==> src/rtl/wishbone_block_copy_master_pkg.sv <==
// ---------------------------------------------------------------------------
// wishbone_block_copy_master_pkg
// Shared definitions for the Wishbone block-copy master:
//   state_t       - copy FSM states (IDLE, RD, GAP_RD, WR, GAP_WR, FIN)
//   WB_SEL_ALL    - full-word byte select
//   WB_WORD_INCR  - byte stride between consecutive 32-bit words
//   word_align()  - clears address bits [1:0]
// ---------------------------------------------------------------------------
package wishbone_block_copy_master_pkg;

    typedef enum logic [2:0] {
        ST_IDLE,
        ST_RD,
        ST_GAP_RD,
        ST_WR,
        ST_GAP_WR,
        ST_FIN
    } state_t;

    localparam logic [3:0]  WB_SEL_ALL   = 4'hF;
    localparam logic [31:0] WB_WORD_INCR = 32'd4;

    function automatic logic [31:0] word_align(input logic [31:0] adr);
        return adr & ~32'h3;
    endfunction

endpackage

==> src/rtl/wishbone_block_copy_master_if.sv <==
// ---------------------------------------------------------------------------
// wishbone_block_copy_master_if
// Wishbone B3 classic 32-bit bus bundle. Signal names follow the master's
// point of view (_o driven by the master, _i driven by the slave).
//   master modport: drives adr/dat_o/sel/we/cyc/stb, receives dat_i/ack/err
//   slave modport : the mirror image
// ---------------------------------------------------------------------------
interface wishbone_block_copy_master_if;

    logic [31:0] wb_adr_o;
    logic [31:0] wb_dat_o;
    logic [31:0] wb_dat_i;
    logic [3:0]  wb_sel_o;
    logic        wb_we_o;
    logic        wb_cyc_o;
    logic        wb_stb_o;
    logic        wb_ack_i;
    logic        wb_err_i;

    modport master (
        output wb_adr_o, wb_dat_o, wb_sel_o, wb_we_o, wb_cyc_o, wb_stb_o,
        input  wb_dat_i, wb_ack_i, wb_err_i
    );

    modport slave (
        input  wb_adr_o, wb_dat_o, wb_sel_o, wb_we_o, wb_cyc_o, wb_stb_o,
        output wb_dat_i, wb_ack_i, wb_err_i
    );

endinterface

==> src/rtl/wishbone_master_timeout_counter.sv <==
// ---------------------------------------------------------------------------
// wishbone_master_timeout_counter
// Counts cycles a strobe has been outstanding and flags expiry.
//   i_clk, i_rst : clock, synchronous active-high reset
//   i_clr        : restart the count (asserted on the edge entering RD/WR)
//   i_en         : strobe currently high
//   o_expired    : high during the TIMEOUT_CYCLES-th strobe cycle, so the
//                  owner aborts on that edge
// Only compiled when WB_MASTER_TIMEOUT_EN is defined.
// ---------------------------------------------------------------------------
`ifdef WB_MASTER_TIMEOUT_EN
module wishbone_master_timeout_counter #(
    parameter int unsigned TIMEOUT_CYCLES = 256
) (
    input  logic i_clk,
    input  logic i_rst,
    input  logic i_clr,
    input  logic i_en,
    output logic o_expired
);

    localparam int unsigned W = $clog2(TIMEOUT_CYCLES + 1);

    logic [W-1:0] r_cnt;

    always_ff @(posedge i_clk) begin
        if (i_rst || i_clr) begin
            r_cnt <= '0;
        end else if (i_en && !o_expired) begin
            r_cnt <= r_cnt + W'(1);
        end
    end

    assign o_expired = i_en && (r_cnt == W'(TIMEOUT_CYCLES - 1));

endmodule
`endif

==> src/rtl/wishbone_block_copy_master.sv <==
// ---------------------------------------------------------------------------
// wishbone_block_copy_master
// Wishbone B3 classic master copying count_i 32-bit words from src_adr_i to
// dst_adr_i, one single read cycle then one single write cycle per word.
//   wb_clk_i, wb_rst_i         : clock, synchronous active-high reset
//   start_i, src_adr_i,
//   dst_adr_i, count_i         : command (sampled only when idle)
//   busy_o, done_o             : command in progress / one-cycle completion
//   err_o, err_adr_o           : sticky abort flag and failing address
//   timeout_o                  : sticky timeout flag (WB_MASTER_TIMEOUT_EN)
//   wb                         : Wishbone master modport
// Optional feature macro: WB_MASTER_TIMEOUT_EN adds a per-strobe timeout
// of TIMEOUT_CYCLES cycles, treated like wb_err_i.
// ---------------------------------------------------------------------------
module wishbone_block_copy_master
    import wishbone_block_copy_master_pkg::*;
#(
    parameter int unsigned CNT_WIDTH      = 16,
    parameter int unsigned TIMEOUT_CYCLES = 256
) (
    input  logic                 wb_clk_i,
    input  logic                 wb_rst_i,
    input  logic                 start_i,
    input  logic [31:0]          src_adr_i,
    input  logic [31:0]          dst_adr_i,
    input  logic [CNT_WIDTH-1:0] count_i,
    output logic                 busy_o,
    output logic                 done_o,
    output logic                 err_o,
    output logic [31:0]          err_adr_o,
`ifdef WB_MASTER_TIMEOUT_EN
    output logic                 timeout_o,
`endif
    wishbone_block_copy_master_if.master wb
);

    if (TIMEOUT_CYCLES == 0) begin : g_bad_timeout
        $error("TIMEOUT_CYCLES must be non-zero");
    end

    state_t               r_state;
    logic                 r_busy;
    logic                 r_done;
    logic                 r_err;
    logic [31:0]          r_err_adr;
    logic [31:0]          r_adr;
    logic [31:0]          r_dat;
    logic                 r_we;
    logic                 r_cyc;
    logic                 r_stb;
    logic [31:0]          r_src;
    logic [31:0]          r_dst;
    logic [CNT_WIDTH-1:0] r_count;
    logic                 w_tmo_expired;

`ifdef WB_MASTER_TIMEOUT_EN
    logic r_timeout;
    logic w_tmo_clr;

    // Clear on the same edge that raises the strobe for a new RD or WR.
    assign w_tmo_clr = (r_state == ST_GAP_RD) || (r_state == ST_GAP_WR) ||
                       ((r_state == ST_IDLE) && start_i && (count_i != '0));

    wishbone_master_timeout_counter #(
        .TIMEOUT_CYCLES(TIMEOUT_CYCLES)
    ) u_timeout (
        .i_clk    (wb_clk_i),
        .i_rst    (wb_rst_i),
        .i_clr    (w_tmo_clr),
        .i_en     (r_stb),
        .o_expired(w_tmo_expired)
    );

    assign timeout_o = r_timeout;
`else
    assign w_tmo_expired = 1'b0;
`endif

    always_ff @(posedge wb_clk_i) begin
        if (wb_rst_i) begin
            r_state   <= ST_IDLE;
            r_busy    <= 1'b0;
            r_done    <= 1'b0;
            r_err     <= 1'b0;
            r_err_adr <= '0;
            r_adr     <= '0;
            r_dat     <= '0;
            r_we      <= 1'b0;
            r_cyc     <= 1'b0;
            r_stb     <= 1'b0;
            r_src     <= '0;
            r_dst     <= '0;
            r_count   <= '0;
`ifdef WB_MASTER_TIMEOUT_EN
            r_timeout <= 1'b0;
`endif
        end else begin
            r_done <= 1'b0;
            // Abort path shared by RD and WR; err outranks a coincident ack.
            if (((r_state == ST_RD) || (r_state == ST_WR)) &&
                (wb.wb_err_i || w_tmo_expired)) begin
                r_cyc     <= 1'b0;
                r_stb     <= 1'b0;
                r_we      <= 1'b0;
                r_err     <= 1'b1;
                r_err_adr <= r_adr;
`ifdef WB_MASTER_TIMEOUT_EN
                r_timeout <= !wb.wb_err_i;
`endif
                r_state   <= ST_FIN;
            end else begin
                case (r_state)
                    ST_IDLE: begin
                        if (start_i) begin
                            if (count_i != '0) begin
                                r_src     <= word_align(src_adr_i);
                                r_dst     <= word_align(dst_adr_i);
                                r_count   <= count_i;
                                r_err     <= 1'b0;
`ifdef WB_MASTER_TIMEOUT_EN
                                r_timeout <= 1'b0;
`endif
                                r_busy    <= 1'b1;
                                r_adr     <= word_align(src_adr_i);
                                r_we      <= 1'b0;
                                r_cyc     <= 1'b1;
                                r_stb     <= 1'b1;
                                r_state   <= ST_RD;
                            end else begin
                                r_done <= 1'b1;
                            end
                        end
                    end
                    ST_RD: begin
                        if (wb.wb_ack_i) begin
                            r_dat   <= wb.wb_dat_i;
                            r_cyc   <= 1'b0;
                            r_stb   <= 1'b0;
                            r_state <= ST_GAP_RD;
                        end
                    end
                    ST_GAP_RD: begin
                        r_adr   <= r_dst;
                        r_we    <= 1'b1;
                        r_cyc   <= 1'b1;
                        r_stb   <= 1'b1;
                        r_state <= ST_WR;
                    end
                    ST_WR: begin
                        if (wb.wb_ack_i) begin
                            r_cyc   <= 1'b0;
                            r_stb   <= 1'b0;
                            r_we    <= 1'b0;
                            r_src   <= r_src + WB_WORD_INCR;
                            r_dst   <= r_dst + WB_WORD_INCR;
                            r_count <= r_count - CNT_WIDTH'(1);
                            r_state <= (r_count == CNT_WIDTH'(1)) ? ST_FIN : ST_GAP_WR;
                        end
                    end
                    ST_GAP_WR: begin
                        r_adr   <= r_src;
                        r_we    <= 1'b0;
                        r_cyc   <= 1'b1;
                        r_stb   <= 1'b1;
                        r_state <= ST_RD;
                    end
                    ST_FIN: begin
                        r_done  <= 1'b1;
                        r_busy  <= 1'b0;
                        r_state <= ST_IDLE;
                    end
                    default: r_state <= ST_IDLE;
                endcase
            end
        end
    end

    assign busy_o      = r_busy;
    assign done_o      = r_done;
    assign err_o       = r_err;
    assign err_adr_o   = r_err_adr;
    assign wb.wb_adr_o = r_adr;
    assign wb.wb_dat_o = r_dat;
    assign wb.wb_sel_o = WB_SEL_ALL;
    assign wb.wb_we_o  = r_we;
    assign wb.wb_cyc_o = r_cyc;
    assign wb.wb_stb_o = r_stb;

endmodule

==> src/flat_wrapper.sv <==
// flat-port wrapper written by rule: the top's interface ports become plain ports
module wishbone_block_copy_master_flat import wishbone_block_copy_master_pkg::*;
#(
    parameter int unsigned CNT_WIDTH      = 16,
    parameter int unsigned TIMEOUT_CYCLES = 256
)
  (wb_clk_i, wb_rst_i, start_i, src_adr_i, dst_adr_i, count_i, busy_o, done_o, err_o, err_adr_o, wb_wb_adr_o, wb_wb_dat_o, wb_wb_sel_o, wb_wb_we_o, wb_wb_cyc_o, wb_wb_stb_o, wb_wb_dat_i, wb_wb_ack_i, wb_wb_err_i);
  wishbone_block_copy_master_if wb_i ();
  input  logic wb_clk_i;
  input  logic wb_rst_i;
  input  logic start_i;
  input  logic [31:0] src_adr_i;
  input  logic [31:0] dst_adr_i;
  input  logic [CNT_WIDTH-1:0] count_i;
  output logic busy_o;
  output logic done_o;
  output logic err_o;
  output logic [31:0] err_adr_o;
  output wire logic [$bits(wb_i.wb_adr_o)-1:0] wb_wb_adr_o;
  output wire logic [$bits(wb_i.wb_dat_o)-1:0] wb_wb_dat_o;
  output wire logic [$bits(wb_i.wb_sel_o)-1:0] wb_wb_sel_o;
  output wire logic [$bits(wb_i.wb_we_o)-1:0] wb_wb_we_o;
  output wire logic [$bits(wb_i.wb_cyc_o)-1:0] wb_wb_cyc_o;
  output wire logic [$bits(wb_i.wb_stb_o)-1:0] wb_wb_stb_o;
  input wire logic [$bits(wb_i.wb_dat_i)-1:0] wb_wb_dat_i;
  input wire logic [$bits(wb_i.wb_ack_i)-1:0] wb_wb_ack_i;
  input wire logic [$bits(wb_i.wb_err_i)-1:0] wb_wb_err_i;
  assign wb_wb_adr_o = wb_i.wb_adr_o;
  assign wb_wb_dat_o = wb_i.wb_dat_o;
  assign wb_wb_sel_o = wb_i.wb_sel_o;
  assign wb_wb_we_o = wb_i.wb_we_o;
  assign wb_wb_cyc_o = wb_i.wb_cyc_o;
  assign wb_wb_stb_o = wb_i.wb_stb_o;
  assign wb_i.wb_dat_i = wb_wb_dat_i;
  assign wb_i.wb_ack_i = wb_wb_ack_i;
  assign wb_i.wb_err_i = wb_wb_err_i;
  wishbone_block_copy_master #(.CNT_WIDTH(CNT_WIDTH), .TIMEOUT_CYCLES(TIMEOUT_CYCLES)) u_core (.wb_clk_i(wb_clk_i), .wb_rst_i(wb_rst_i), .start_i(start_i), .src_adr_i(src_adr_i), .dst_adr_i(dst_adr_i), .count_i(count_i), .busy_o(busy_o), .done_o(done_o), .err_o(err_o), .err_adr_o(err_adr_o), .wb(wb_i));
endmodule
==> config.mk <==
export PLATFORM = sky130hd
export DESIGN_NAME = wishbone_block_copy_master_flat
export DESIGN_NICKNAME = d
export VERILOG_FILES = /design/src/rtl/wishbone_block_copy_master_pkg.sv /design/src/rtl/wishbone_block_copy_master_if.sv /design/src/rtl/wishbone_master_timeout_counter.sv /design/src/rtl/wishbone_block_copy_master.sv /design/src/flat_wrapper.sv
export SDC_FILE = /design/constraint.sdc
export NUM_CORES = 1
export LEC_CHECK = 0
export CAP_MARGIN = 20
export CORE_ASPECT_RATIO = 1.75
export CORE_MARGIN = 2
export CORE_UTILIZATION = 40
export CTS_CLUSTER_SIZE = 8
export DETAILED_ROUTE_END_ITERATION = 8
export PLACE_DENSITY = 0.67
export SLEW_MARGIN = 40
export SYNTH_ARGS = -nofsm -noshare
export SYNTH_HDL_FRONTEND = slang
export SYNTH_HIERARCHICAL = 1
export SYNTH_SLANG_ARGS = --single-unit
==> constraint.sdc <==
create_clock -name wb_clk_i -period 2.55 [get_ports wb_clk_i]
set_input_delay 0.3825 -clock wb_clk_i [delete_from_list [all_inputs] [get_ports wb_clk_i]]
set_output_delay 0.3825 -clock wb_clk_i [all_outputs]
set_load 0.01 [all_outputs]
==> impl_metrics.csv <==
group,metric,value,unit
critical_path,worst_setup_path_start_kind,"flop",
timing,report.final.slew_viol_count,0,
critical_path,endpoint_kind,"flop",
timing,finalHoldViolations,0,
layout,area_of_the_multi_input_gates,4900,sq um
power,power_density,604,nW/um^2
power,comb_power_share,16.8,%
floorplan,fp.dieArea,23800,sq um
timing,skew,0.00523,ns
min_path,worst_hold_path.num_cells,2,
logic_synthesis,yosys.cell_types.count,70,
clocking,clk_pin_slew,0.06,ns
route,detail_route.iter0.violations,693,
power,post-layout-total-power,7.37,mW
clocking,clock-root-buffer,"sky130_fd_sc_hd__clkbuf_16",
clocking,cts_buffer_depth,2,
timing,tightestPinTransition,0.842,ns
power,netsw,1.95,mW
layout,layout_common_cells,"sky130_fd_sc_hd__nand2_1, sky130_fd_sc_hd__clkdlybuf4s50_1, sky130_fd_sc_hd__dfxtp_1, sky130_fd_sc_hd__a21oi_1, sky130_fd_sc_hd__nor2_1",
route,route.vias.total,9441,
floorplan,die_h,202,um
layout,post_route_cells_drive_above_1_share,8.57,%
global_route,number_of_global_route_vias_before_repair,8799,
route,detail_route.vias_per_cell,5.64,
logic_synthesis,synth-main-ff-cell,"sky130_fd_sc_hd__dfxtp_1",
flow_run,cap_violations,0,
route,route.detailed.wl_per_inst,17.3,um
global_route,grt_overflow_total,0,
layout,syn_to_final_growth,35.5,%
timing,setup_viol,0,
layout,num-nets-final,1487,
floorplan,initial_utilization,40.8,%
timing,setup_repair_after_global_routing_missed_its_margin,"false",
global_route,grt_use_total,24.1,%
layout,final.fill_count,2076,
clocking,clk-insertion-delay-late,0.44,ns
logic_synthesis,post_synth_inst_count,1187,
route,drcViolationCount,0,
placement,placed_area,11500,sq um
clocking,cts_resized,0,
global_route,grt_antenna_before_repair,1,
critical_path,criticalPathCategory,"flop to flop",
clocking,numClockSinks,178,
critical_path,worstPathMaxFanout,7,
route,drt.antenna.violating_nets,0,
logic_synthesis,synth-seq-area-share,39.6,%
global_route,grt_max_degree,170,
floorplan,design.core.area,22100,sq um
placement,io_buffers,214,
logic_synthesis,netlist_area,9000,sq um
critical_path,reg2regPathDepth,7,
critical_path,delay_contributed_by_the_slowest_stage_of_the_critical_path,0.54,ns
clocking,hold_buffers,0,
power,p_sw_share,26.5,%
critical_path,path_cells,"ha_1 > nand3_1 > nor4_4 > buf_4 > a41oi_1 > o21ai_0 > a21oi_1",
power,pwr-share-seq,43.5,%
floorplan,io-pin-count,223,
timing,achievable-frequency,462,MHz
clocking,htreeDepth,4,
floorplan,die_width,117,um
min_path,hold_path_class,"flop to flop",
timing,maxSlewHeadroom,43.9,%
timing,finalWorstPathRequiredPeriod,2.17,ns
logic_synthesis,syn_avg_cell_area,7.58,sq um
clocking,post_cts_setup_buffer_count,0,
logic_synthesis,synth_warnings,6,
critical_path,slowest_cell_on_the_critical_path,"sky130_fd_sc_hd__nor4_4",
layout,final-seq-area,3560,sq um
clocking,cts_buffers,17,
route,routed_wirelength,28900,um
timing,post-route-period-util,85.0,%
placement,dp_worst_setup_slack,-0.0708,ns
timing,layout_setup_ws,0.384,ns
logic_synthesis,yosys_register_bits,178,
critical_path,cp_data_arrival_time,2.45,ns
timing,fin_setup_tns,0,ns
placement,dp_hpwl,20500,um
floorplan,placement_rows,72,
power,power.static_leakage,4.24,nW
power,power_frac_clock,39.8,%
status,outcome,"completed",
power,internal_power,5.41,mW
power,irDropWorstVdd,0.332,mV
critical_path,timing.critical_path.required,2.83,ns
clocking,clock_tree_from_tritoncts,"built",
logic_synthesis,ys_async_sr_fraction,0,%
placement,place_congestion,0.898,
layout,stdcell_area,12200,sq um
layout,most_frequent_standard_cell_in_the_layout_excluding_fill_and_tap_cells,"sky130_fd_sc_hd__nand2_1",
logic_synthesis,synth-edff-count,0,
global_route,grt_pass1_wl,46900,um
route,drt_first_pass_iters,5,
layout,postLayoutCoreUtil,55.2,%
-- kinds of logic after synthesis --
group | Yosys count | synth area share [%]
adders and majority gates | 4 | 0.556
other | 1 | 0.0417
muxes | 1 | 0.111
and+or+nand+nor | 476 | 24.7
AOI/OAI and AO/OA | 397 | 28.6
buffers and inverters | 130 | 6.44
DFF | 178 | 39.6
-- cells in the mapped netlist, types with 13 or more instances --
library cell                 n  share of area [%]
sky130_fd_sc_hd__a21oi_1   154                8.6
sky130_fd_sc_hd__a22oi_1    32                2.7
sky130_fd_sc_hd__a311oi_1   36                3.5
sky130_fd_sc_hd__buf_2      13               0.72
sky130_fd_sc_hd__clkbuf_1   80                3.3
sky130_fd_sc_hd__dfxtp_1   178                 40
sky130_fd_sc_hd__inv_1      18               0.75
sky130_fd_sc_hd__nand2_1   250                 10
sky130_fd_sc_hd__nand3_1    25                1.4
sky130_fd_sc_hd__nand4_1    21                1.5
sky130_fd_sc_hd__nor2_1     80                3.3
sky130_fd_sc_hd__nor3_1     29                1.6
sky130_fd_sc_hd__nor4_1     17                1.2
sky130_fd_sc_hd__o21ai_0    60                3.3
sky130_fd_sc_hd__o32ai_1    13                1.3
-- routing by layer --
metal	global-route usage, %	routed length, um	vias to the layer above
met2	42.4	14900	283
met5	0	0	-
met4	9.72	759	0
met3	3.87	1340	45
li1	-	-	4673
met1	29.2	11900	4440
-- per-stage QoR --
step	cells	hold slack [ns]
floorplan	1190	0.454
global placement	1643	0.441
detailed placement	1643	0.445
CTS	1673	0.455
global route	1674	0.471
finish	1674	0.452
-- path summary, 6_finish.rpt --
path | slack [ns] | from | end
max reg2reg | 0.38 | u_core/r_dst[2] | u_core/r_dst[18]
min | 0.45 | u_core/wb.wb_dat_o[24] | u_core/wb.wb_dat_o[24]
min reg2reg | 0.45 | u_core/wb.wb_dat_o[24] | u_core/wb.wb_dat_o[24]
max | 0.38 | u_core/r_dst[2] | u_core/r_dst[18]
-- worst max-delay path, delay by kind of cell (launching register included) --
family / cells / cell delay [ns]
compound gates: 3 / 0.37
fa+ha+maj: 1 / 0.23
buf+inv: 1 / 0.23
flops: 1 / 0.44
simple gates: 2 / 0.75
-- cell type report --
cell class,count,share of cell area (%)
multi-input cells,882,40.2
flip-flops and latches,178,29.2
repair buffers,268,21.7
clock buffers,19,3.55
well taps,296,3.04
clock inverters,11,1.73
inverters,19,0.585
diodes,1,0.0205
-- power groups by stage --
stage	logic [mW]	registers (mW)	clock network, mW
floorplan	0.649	3.22	0
global placement	1.22	3.25	0
detailed placement	1.24	3.26	0
CTS	1.24	3.20	2.98
global route	1.36	3.23	3.08
finish	1.24	3.20	2.93
-- flip-flops by register name, summed over array words and instances, names as in the netlist --
signal              flops
u_core/err_adr_o       31
u_core/wb.wb_dat_o     32
u_core/wb.wb_we_o       1
u_core/err_o            1
u_core/r_count         16
u_core/r_dst           30
u_core/wb.wb_adr_o     31
u_core/wb.wb_stb_o      1
u_core/busy_o           1
u_core/done_o           1
u_core/r_state          3
u_core/r_src           30
No activity file was read; power rests on OpenSTA's default activity.
